File: src/rtl/dmem_arbiter.sv
// dmem_arbiter: shares one single-port data RAM between the CPU data port
// and an external loader/debug port. The grant decision is combinational
// from the requests plus registered state. Read data is returned one cycle
// after the grant to whichever requester issued the read. External
// requesters may lock the RAM for bursts of up to MAX_BURST grants.
//
// Build option: define DMEM_ARB_AGING_EN to add a wait counter that promotes
// a starved external requester above the CPU for one grant after MAX_WAIT
// consecutive denied cycles. Without it the CPU has strict priority in IDLE.
module dmem_arbiter #(
    parameter int ADDR_W    = 32,
    parameter int DATA_W    = 32,
    parameter int MAX_BURST = 8,
    parameter int MAX_WAIT  = 4
) (
    input  logic              clk,
    input  logic              rst,
    // CPU data port
    input  logic              cpu_req,
    input  logic              cpu_we,
    input  logic [ADDR_W-1:0] cpu_addr,
    input  logic [DATA_W-1:0] cpu_wdata,
    output logic              cpu_stall,
    output logic              cpu_rvalid,
    output logic [DATA_W-1:0] cpu_rdata,
    // external loader/debug port
    input  logic              ext_req,
    input  logic              ext_we,
    input  logic              ext_lock,
    input  logic [ADDR_W-1:0] ext_addr,
    input  logic [DATA_W-1:0] ext_wdata,
    output logic              ext_gnt,
    output logic              ext_rvalid,
    output logic [DATA_W-1:0] ext_rdata,
    // RAM port
    output logic              mem_en,
    output logic              mem_we,
    output logic [ADDR_W-1:0] mem_addr,
    output logic [DATA_W-1:0] mem_wdata,
    input  logic [DATA_W-1:0] mem_rdata
);

    localparam logic [7:0] LP_MAX_BURST = 8'(MAX_BURST);

    typedef enum logic {
        ST_IDLE  = 1'b0,
        ST_BURST = 1'b1
    } state_t;

    typedef enum logic [1:0] {
        OWN_NONE = 2'd0,
        OWN_CPU  = 2'd1,
        OWN_EXT  = 2'd2
    } owner_t;

    state_t     r_state;
    logic [7:0] r_burst_cnt;
    owner_t     r_rd_owner;

    logic w_promoted;
    logic w_burst_hold;
    logic w_max_exit;
    logic w_ext_win;
    logic w_ext_gnt;
    logic w_cpu_gnt;

`ifdef DMEM_ARB_AGING_EN
    localparam logic [7:0] LP_MAX_WAIT = 8'(MAX_WAIT);

    logic [7:0] r_wait_cnt;

    // Count consecutive denied external cycles, saturating; a grant clears it.
    always_ff @(posedge clk or negedge rst) begin
        if (!rst) begin
            r_wait_cnt <= 8'd0;
        end else if (w_ext_gnt) begin
            r_wait_cnt <= 8'd0;
        end else if (ext_req && (r_wait_cnt < LP_MAX_WAIT)) begin
            r_wait_cnt <= r_wait_cnt + 8'd1;
        end
    end

    assign w_promoted = (r_wait_cnt >= LP_MAX_WAIT);
`else
    assign w_promoted = 1'b0;
`endif

    // Pick the winner: a live locked burst beats everything, otherwise the
    // CPU wins unless it is idle or the external port has been promoted.
    // The cycle that ends a full-length burst never honours promotion so
    // the waiting CPU always gets the next slot.
    always_comb begin
        w_burst_hold = (r_state == ST_BURST) && ext_req && ext_lock &&
                       (r_burst_cnt < LP_MAX_BURST);
        w_max_exit   = (r_state == ST_BURST) && (r_burst_cnt >= LP_MAX_BURST);
        w_ext_win    = w_burst_hold ||
                       (ext_req && (!cpu_req || (w_promoted && !w_max_exit)));
        w_ext_gnt    = w_ext_win;
        w_cpu_gnt    = cpu_req && !w_ext_win;
    end

    // Steer the winner onto the RAM port; park everything at zero when idle.
    always_comb begin
        mem_en    = 1'b0;
        mem_we    = 1'b0;
        mem_addr  = '0;
        mem_wdata = '0;
        if (w_ext_gnt) begin
            mem_en    = 1'b1;
            mem_we    = ext_we;
            mem_addr  = ext_addr;
            mem_wdata = ext_wdata;
        end else if (w_cpu_gnt) begin
            mem_en    = 1'b1;
            mem_we    = cpu_we;
            mem_addr  = cpu_addr;
            mem_wdata = cpu_wdata;
        end
    end

    // Burst state machine and read-return owner tracking.
    always_ff @(posedge clk or negedge rst) begin
        if (!rst) begin
            r_state     <= ST_IDLE;
            r_burst_cnt <= 8'd0;
            r_rd_owner  <= OWN_NONE;
        end else begin
            if (w_burst_hold) begin
                r_state     <= ST_BURST;
                r_burst_cnt <= r_burst_cnt + 8'd1;
            end else if (w_ext_gnt && ext_lock) begin
                r_state     <= ST_BURST;
                r_burst_cnt <= 8'd1;
            end else begin
                r_state     <= ST_IDLE;
                r_burst_cnt <= 8'd0;
            end

            if (w_cpu_gnt && !cpu_we) begin
                r_rd_owner <= OWN_CPU;
            end else if (w_ext_gnt && !ext_we) begin
                r_rd_owner <= OWN_EXT;
            end else begin
                r_rd_owner <= OWN_NONE;
            end
        end
    end

    assign cpu_stall  = cpu_req && !w_cpu_gnt;
    assign ext_gnt    = w_ext_gnt;
    assign cpu_rvalid = (r_rd_owner == OWN_CPU);
    assign ext_rvalid = (r_rd_owner == OWN_EXT);
    assign cpu_rdata  = mem_rdata;
    assign ext_rdata  = mem_rdata;

endmodule

File: config.mk
export PLATFORM = sky130hd
export DESIGN_NAME = dmem_arbiter
export DESIGN_NICKNAME = d
export VERILOG_FILES = /design/src/rtl/dmem_arbiter.sv
export SDC_FILE = /design/constraint.sdc
export NUM_CORES = 1
export LEC_CHECK = 0
export ABC_AREA = 1
export ABC_CLOCK_PERIOD_IN_PS = 3850
export CAP_MARGIN = 25
export CORE_AREA = 8 8 110 112
export DETAILED_ROUTE_END_ITERATION = 8
export DIE_AREA = 0 0 118 120
export GPL_TIMING_DRIVEN = 1
export MAX_ROUTING_LAYER = met4
export PLACE_DENSITY = 0.75
export SLEW_MARGIN = 20
export SYNTH_ARGS = -nofsm -noshare
export SYNTH_HDL_FRONTEND = slang
export SYNTH_SLANG_ARGS = --single-unit
export TNS_END_PERCENT = 100
File: constraint.sdc
create_clock -name clk -period 3.85 [get_ports clk]
set_input_delay 0.77 -clock clk [delete_from_list [all_inputs] [get_ports clk]]
set_output_delay 0.77 -clock clk [all_outputs]
set_load 0.01 [all_outputs]
==> summary.txt, run 1 <==
=====================================================================================
Status                                                                   complete, no violations
Total global-route track usage                                                  11.7%
Critical Path Start Type                                                    input pin
Post-cts sizing count                                                               0
Crit Path Max Fanout                                                               37
Die extent in y                                                                120 um
Number of max-cap violations                                                        0
Std-Cell Rows                                                                      38
H-tree lvl count                                                                    1
TritonCTS clock tree                                                            built
Number of hold-slack violations in the final timing report                          0
WP data required                                                              3.08 ns
CTS Buf Count                                                                       3
Layout-stage area growth over the synthesis result                              89.6%
Largest net degree at the start of global routing                                  75
Unique cell type count in the Yosys netlist                                        17
Residual DRC count                                                                  0
Slowest-stage cell, CP                                                   sky130_fd_sc_hd__clkdlybuf4s50_1
Source-to-sink clock delay at the later pin of the worst-skew pair            0.23 ns
CTS Root Buffer Type                                                     sky130_fd_sc_hd__clkbuf_8
Final core utilization                                                          34.0%
Ratio of final minimum period to clock period                                   91.6%
Vias per Instance                                                                4.21
Number of slew-limit violations in the final report                                 0
Placeable core region                                                      10500 um^2
Ratio of cells with drive above 1 in the final layout                           2.61%
Number of failing setup endpoints in the final timing report                        0
Routed Antenna Nets                                                                 0
Via count of the routed design                                                   2523
Mean Syn Cell Area                                                          5.71 um^2
Post-route minimum period                                                     3.53 ns
Initial antenna violation count                                                     0
Most frequent standard cell in the layout excluding fill and tap cells   sky130_fd_sc_hd__clkdlybuf4s50_1
Worst setup path startpoint                                                   ext_req
Power per standard cell area                                              168 nW/um^2
First DRT Iteration DRCs                                                          152
Total iterations of the first detailed-routing run                                  4
Cell chain of the critical path                                          clkdlybuf4s50_1, nand2_1, nor2_1, nand2_2, nand2_2, buf_4, nand2_1, nand2_1, clkdlybuf4s50_1
Die outline width                                                              118 um
Total congestion overflow after global routing                                      0
Vias in the first global route                                                   2618
Clock Pin Slew Worst Setup and Hold Paths                                     0.05 ns
Warning count from the yosys run                                                    0
Hold Crit Class                                                          register to register
Instance area at placement                                                  3530 um^2
Final Skew                                                                0.000277 ns
Ant. Diodes                                                                         0
Layout Cell Area excl Fill                                                  3570 um^2
Data arrival at the endpoint of the critical path                             2.76 ns
Peak VDD IR                                                                  0.118 mV
Register bit total from synthesis                                                  11
Number of buffers inserted for hold repair after clock tree synthesis               0
Ports                                                                             301
Highest attainable clock frequency                                            284 MHz
Wire length of the first global-routing pass                                  13.5 mm
Part of the Yosys area used for sequential elements                             14.6%
Global placement routability congestion                                         0.838
Kind of end point of the critical path                                     output pin
Largest stage delay on the critical path                                      0.55 ns
Most common cell on crit path                                            sky130_fd_sc_hd__nand2_1
Post-CTS setup buffer count                                                         0
Final routed wirelength across all metal layers                               8.80 mm
Routed wirelength normalized by instance count                                14.7 um
Netlist area before placement                                               1890 um^2
Starting density of the core                                                    17.9%
Commonest non-fill, non-tap cells in the layout                          sky130_fd_sc_hd__clkdlybuf4s50_1, sky130_fd_sc_hd__nand2_1, sky130_fd_sc_hd__nand3_1, sky130_fd_sc_hd__dfrtp_1, sky130_fd_sc_hd__inv_1
Num Clock Sinks                                                                    11
Reg-to-reg critical path startpoint                                      r_burst_cnt[7]$_DFF_PN0_
Area of the die                                                            14200 um^2
Quantity of I/O buffers inserted on ports                                         204
Cell count after synthesis                                                        330
Maximum root-to-sink buffer count                                                   2
Half-perimeter wire length of the detailed placement result                   7.20 mm
Unrepaired setup endpoints after global routing                                 false
Hold Crit Start                                                          r_burst_cnt[1]$_DFF_PN0_
Total leakage power                                                        0.00164 uW
Setup TNS Final                                                                  0 ns
Worst Setup Path Type                                                    input pin to output pin
Final layout net count                                                            629
=====================================================================================
final cells by class:
type                    instances  area, um^2
fillers                      1059        6930
repair buffers                209        2090
multi-input cells             226         955
flip-flops and latches         11         275
well taps                     140         175
clock buffers                   4        45.0
inverters                      10        37.5
kinds of logic after synthesis:
family / after synthesis / share of synthesized area, %
AOI/OAI and AO/OA: 1 / 0.265
xor gates and xnor gates: 1 / 0.465
adders and majority gates: 1 / 0.663
buffers and inverters: 96 / 35.5
DFF: 11 / 14.6
other: 1 / 0.199
and+or+nand+nor: 219 / 48.3
through the flow:
step,hold WS (ns),setup slack [ns],power [uW],cells
floorplan,0.474,1.59,301,333
global placement,0.501,0.368,486,596
detailed placement,0.519,0.334,490,596
CTS,0.526,0.329,608,600
global route,0.560,0.167,639,600
finish,0.520,0.324,600,600
power by group:
part	internal, uW	switching [uW]	leakage (uW)
combinational	235	131	0.00148
sequential	120	1.38	0.000142
clock	72.4	40.2	0.0000228
Yosys cell counts, drive strengths merged:
master	instances	area share, %
nand2	142	28
buf	85	33
nand3	68	18
dfrtp	11	15
inv	10	2.0
nor2	8	1.6
a21oi	1	0.27
clkbuf	1	0.20
conb	1	0.20
ha	1	0.66
nor3	1	0.27
xnor2	1	0.46
final timing paths:
kind	end	slack, ns	cells after the start
min in group asynchronous	r_rd_owner[1]$_DFF_PN0_	0.87	1
max in group asynchronous	r_burst_cnt[0]$_DFF_PN0_	2.66	1
max	mem_wdata[31]	0.32	9
min	r_burst_cnt[3]$_DFF_PN0_	0.52	2
max reg2reg	r_burst_cnt[0]$_DFF_PN0_	2.64	8
min reg2reg	r_burst_cnt[3]$_DFF_PN0_	0.52	2
sequential cells by signal, indices dropped and copies added, names as in the netlist:
signal and flops:
r_state 1, r_burst_cnt 8, r_rd_owner 2
layer usage:
layer | track usage [%] | share of wire (%) | vias to the layer above | wire length, um
met3 | 4.37 | 9.2 | 37 | 813
met4 | 5.28 | 3.4 | 0 | 301
li1 | - | - | 1220 | -
met5 | - | 0 | - | 0
met2 | 20.2 | 49 | 150 | 4330
met1 | 11.8 | 38 | 1116 | 3350
worst max-delay path, delay by kind of cell:
family | cells | cell delay [ns]
buf+inv | 3 | 1.38
simple gates | 6 | 0.58
No activity file was read; power rests on OpenSTA's default activity.
==> inputs of run 2 (changes only) <==
SKIP_LAST_GASP = 1   (was unset)
==> results of run 2 <==
No change in the layout: final DEF, timing and power equal those of run 1.
==> inputs of run 3 (changes only) <==
PLACE_DENSITY = 0.76   (was 0.75)
==> run 3 against run 2 <==
Register-to-register slack worse by 0.04 ns. Non-clock buffer count stayed put. Sequential cell count stayed put. Cell area stayed put. Routed wire length is 1.4% lower. Total power is 0.13% higher. Sequential share of layout area stayed put. Clock skew is 0.0022 ns higher. Die area stayed put. Critical path depth stayed put. Critical endpoint is now mem_wdata[30]. Largest cell class unchanged. Highest routed layer unchanged.
==> summary.txt, run 3 (synthesis gave the netlist of run 1 again) <==
=====================================================================================
Total leakage power                                                        0.00164 uW   unchanged
Capture endpoint of the worst hold path                                  r_burst_cnt[3]$_DFF_PN0_
Number of cells in the finished layout apart from fillers                         600   unchanged
Die extent in y                                                                120 um   unchanged
Post-CTS setup buffer count                                                         0   unchanged
Commonest non-fill, non-tap cells in the layout                          sky130_fd_sc_hd__clkdlybuf4s50_1, sky130_fd_sc_hd__nand2_1, sky130_fd_sc_hd__nand3_1, sky130_fd_sc_hd__dfrtp_1, sky130_fd_sc_hd__inv_1
Number of slew-limit violations in the final report                                 0   unchanged
Ant. Diodes                                                                         0   unchanged
Std-Cell Rows                                                                      38   unchanged
Post-Place Cells                                                                  596   unchanged
Setup TNS Final                                                                  0 ns   unchanged
FF-to-FF setup slack                                                          2.60 ns   -0.04 ns
TritonCTS clock tree                                                            built
Vias per Instance                                                                4.18   -0.67%
Clock Pin Slew Worst Setup and Hold Paths                                     0.05 ns   about the same
H-tree lvl count                                                                    1   unchanged
Reg with most FFs                                                         r_burst_cnt
Die outline width                                                              118 um   unchanged
Total global-route track usage                                                  11.9%   +0.14 points
Layout-stage area growth over the synthesis result                              89.6%   unchanged
Crit Path Max Fanout                                                               37   unchanged
Ratio of cells with drive above 1 in the final layout                           2.61%   unchanged
WP data required                                                              3.08 ns   about the same
Highest attainable clock frequency                                            283 MHz   -0.31%
Reg-to-reg critical path startpoint                                      r_burst_cnt[3]$_DFF_PN0_
Endpoint of the most critical register-to-register path                  r_burst_cnt[0]$_DFF_PN0_
Max FFs per register                                                                8   unchanged
Combined flip-flop and latch cell area                                       275 um^2   unchanged
Wire length of the first global-routing pass                                  13.7 mm   +1.7%
Most frequent standard cell in the layout excluding fill and tap cells   sky130_fd_sc_hd__clkdlybuf4s50_1
Vias in the first global route                                                   2698   +3.1%
Data arrival at the endpoint of the critical path                             2.77 ns   about the same
CTS Buf Count                                                                       3   unchanged
Number of max-cap violations                                                        0   unchanged
Ports                                                                             301   unchanged
Post-cts sizing count                                                               0   unchanged
Final routed wirelength across all metal layers                               8.67 mm   -1.4%
Hold Crit Start                                                          r_burst_cnt[1]$_DFF_PN0_
Power per standard cell area                                              168 nW/um^2   +0.13%
Post-route minimum period                                                     3.54 ns   +0.0111 ns
Placeable core region                                                      10500 um^2   unchanged
Total congestion overflow after global routing                                      0   unchanged
Starting density of the core                                                    17.9%   unchanged
Filler instances                                                                 1123   +6.0%
Residual DRC count                                                                  0   unchanged
Number of hold-slack violations in the final timing report                          0   unchanged
Half-perimeter wire length of the detailed placement result                   7.25 mm   +0.70%
Status                                                                   complete, no violations
Routed Antenna Nets                                                                 0   unchanged
Area of the die                                                            14200 um^2   unchanged
Number of buffers inserted for hold repair after clock tree synthesis               0   unchanged
Number of failing setup endpoints in the final timing report                        0   unchanged
Total iterations of the first detailed-routing run                                  4   unchanged
Largest net degree at the start of global routing                                  75   unchanged
Kind of end point of the critical path                                     output pin
Routed wirelength normalized by instance count                                14.5 um   -1.4%
Area occupied by multi-input gates                                           955 um^2   unchanged
Quantity of I/O buffers inserted on ports                                         204   unchanged
Unrepaired setup endpoints after global routing                                 false
Final core utilization                                                          34.0%   unchanged
Ratio of final minimum period to clock period                                   91.9%   +0.29 points
Final layout net count                                                            629   unchanged
Hold Crit Class                                                          register to register
Largest registers                                                        r_burst_cnt: 8 flops, r_rd_owner: 2 flops, r_state: 1 flops
Initial antenna violation count                                                     0   unchanged
Worst Setup Path Type                                                    input pin to output pin
Num Clock Sinks                                                                    11   unchanged
Critical Path Start Type                                                    input pin
Final Skew                                                                 0.00252 ns   +0.00225 ns
Worst hold stages                                                                   2   unchanged
CTS Root Buffer Type                                                     sky130_fd_sc_hd__clkbuf_8
Peak VDD IR                                                                  0.144 mV   +22%
Worst reg-to-reg path cell count                                                    8   unchanged
Via count of the routed design                                                   2506   -0.67%
Maximum root-to-sink buffer count                                                   2   unchanged
First DRT Iteration DRCs                                                          102   -33%
Global placement routability congestion                                         0.818   -2.4%
Source-to-sink clock delay at the later pin of the worst-skew pair            0.24 ns   about the same
=====================================================================================
## run 3: cell counts in the layout (fill, tap and decap cells not counted)
No cell type changed its count.
## run 3: layout make-up
| class | count | area share, % |
|---|---|---|
| repair buffers | 209 | 58.4 |
| multi-input cells | 226 | 26.7 |
| flip-flops and latches | 11 | 7.70 |
| well taps | 140 | 4.90 |
| clock buffers | 4 | 1.26 |
| inverters | 10 | 1.05 |
## run 3: per-stage QoR
stage / power, uW / hold WS [ns] / setup slack [ns] / area, um^2
6_report: 601 / 0.542 / 0.313 / 3570
4_1_cts: 608 / 0.552 / 0.321 / 3570
3_3_place_gp: 485 / 0.502 / 0.378 / 3530
3_5_place_dp: 490 / 0.546 / 0.327 / 3530
5_1_grt: 639 / 0.557 / 0.150 / 3570
2_1_floorplan: 301 / 0.474 / 1.59 / 1900
## run 3: layer usage
layer  up-vias  part of all wire [%]  track usage, %
met5         -                     0               -
met4         0                   3.7            5.44
met3        37                   7.3            3.24
met2       153                    50            20.4
met1      1095                    39            12.6
li1       1221                     -               -
## run 3: worst max-delay path by stage
stage	start	to	slack, ns	depth (start not counted)
finish	ext_req	mem_wdata[30]	0.31	9
global route	ext_req	mem_addr[4]	0.15	9
CTS	ext_req	mem_wdata[30]	0.32	9
detailed placement	ext_req	mem_wdata[30]	0.33	9
global placement	ext_req	mem_addr[7]	0.38	9
floorplan	ext_req	mem_wdata[10]	1.59	7
## run 3: power by group
part	switching, uW	internal (uW)
logic	131	235
registers	1.51	120
clock network	40.9	72.5
total	173	428
## run 3: critical path, stage by stage
cell                              delay (ns)
sky130_fd_sc_hd__clkdlybuf4s50_1        0.50
sky130_fd_sc_hd__nand2_1                0.06
sky130_fd_sc_hd__nor2_1                 0.16
sky130_fd_sc_hd__nand2_2                0.11
sky130_fd_sc_hd__nand2_2                0.07
sky130_fd_sc_hd__buf_4                  0.33
sky130_fd_sc_hd__nand2_1                0.11
sky130_fd_sc_hd__nand2_1                0.09
sky130_fd_sc_hd__clkdlybuf4s50_1        0.54
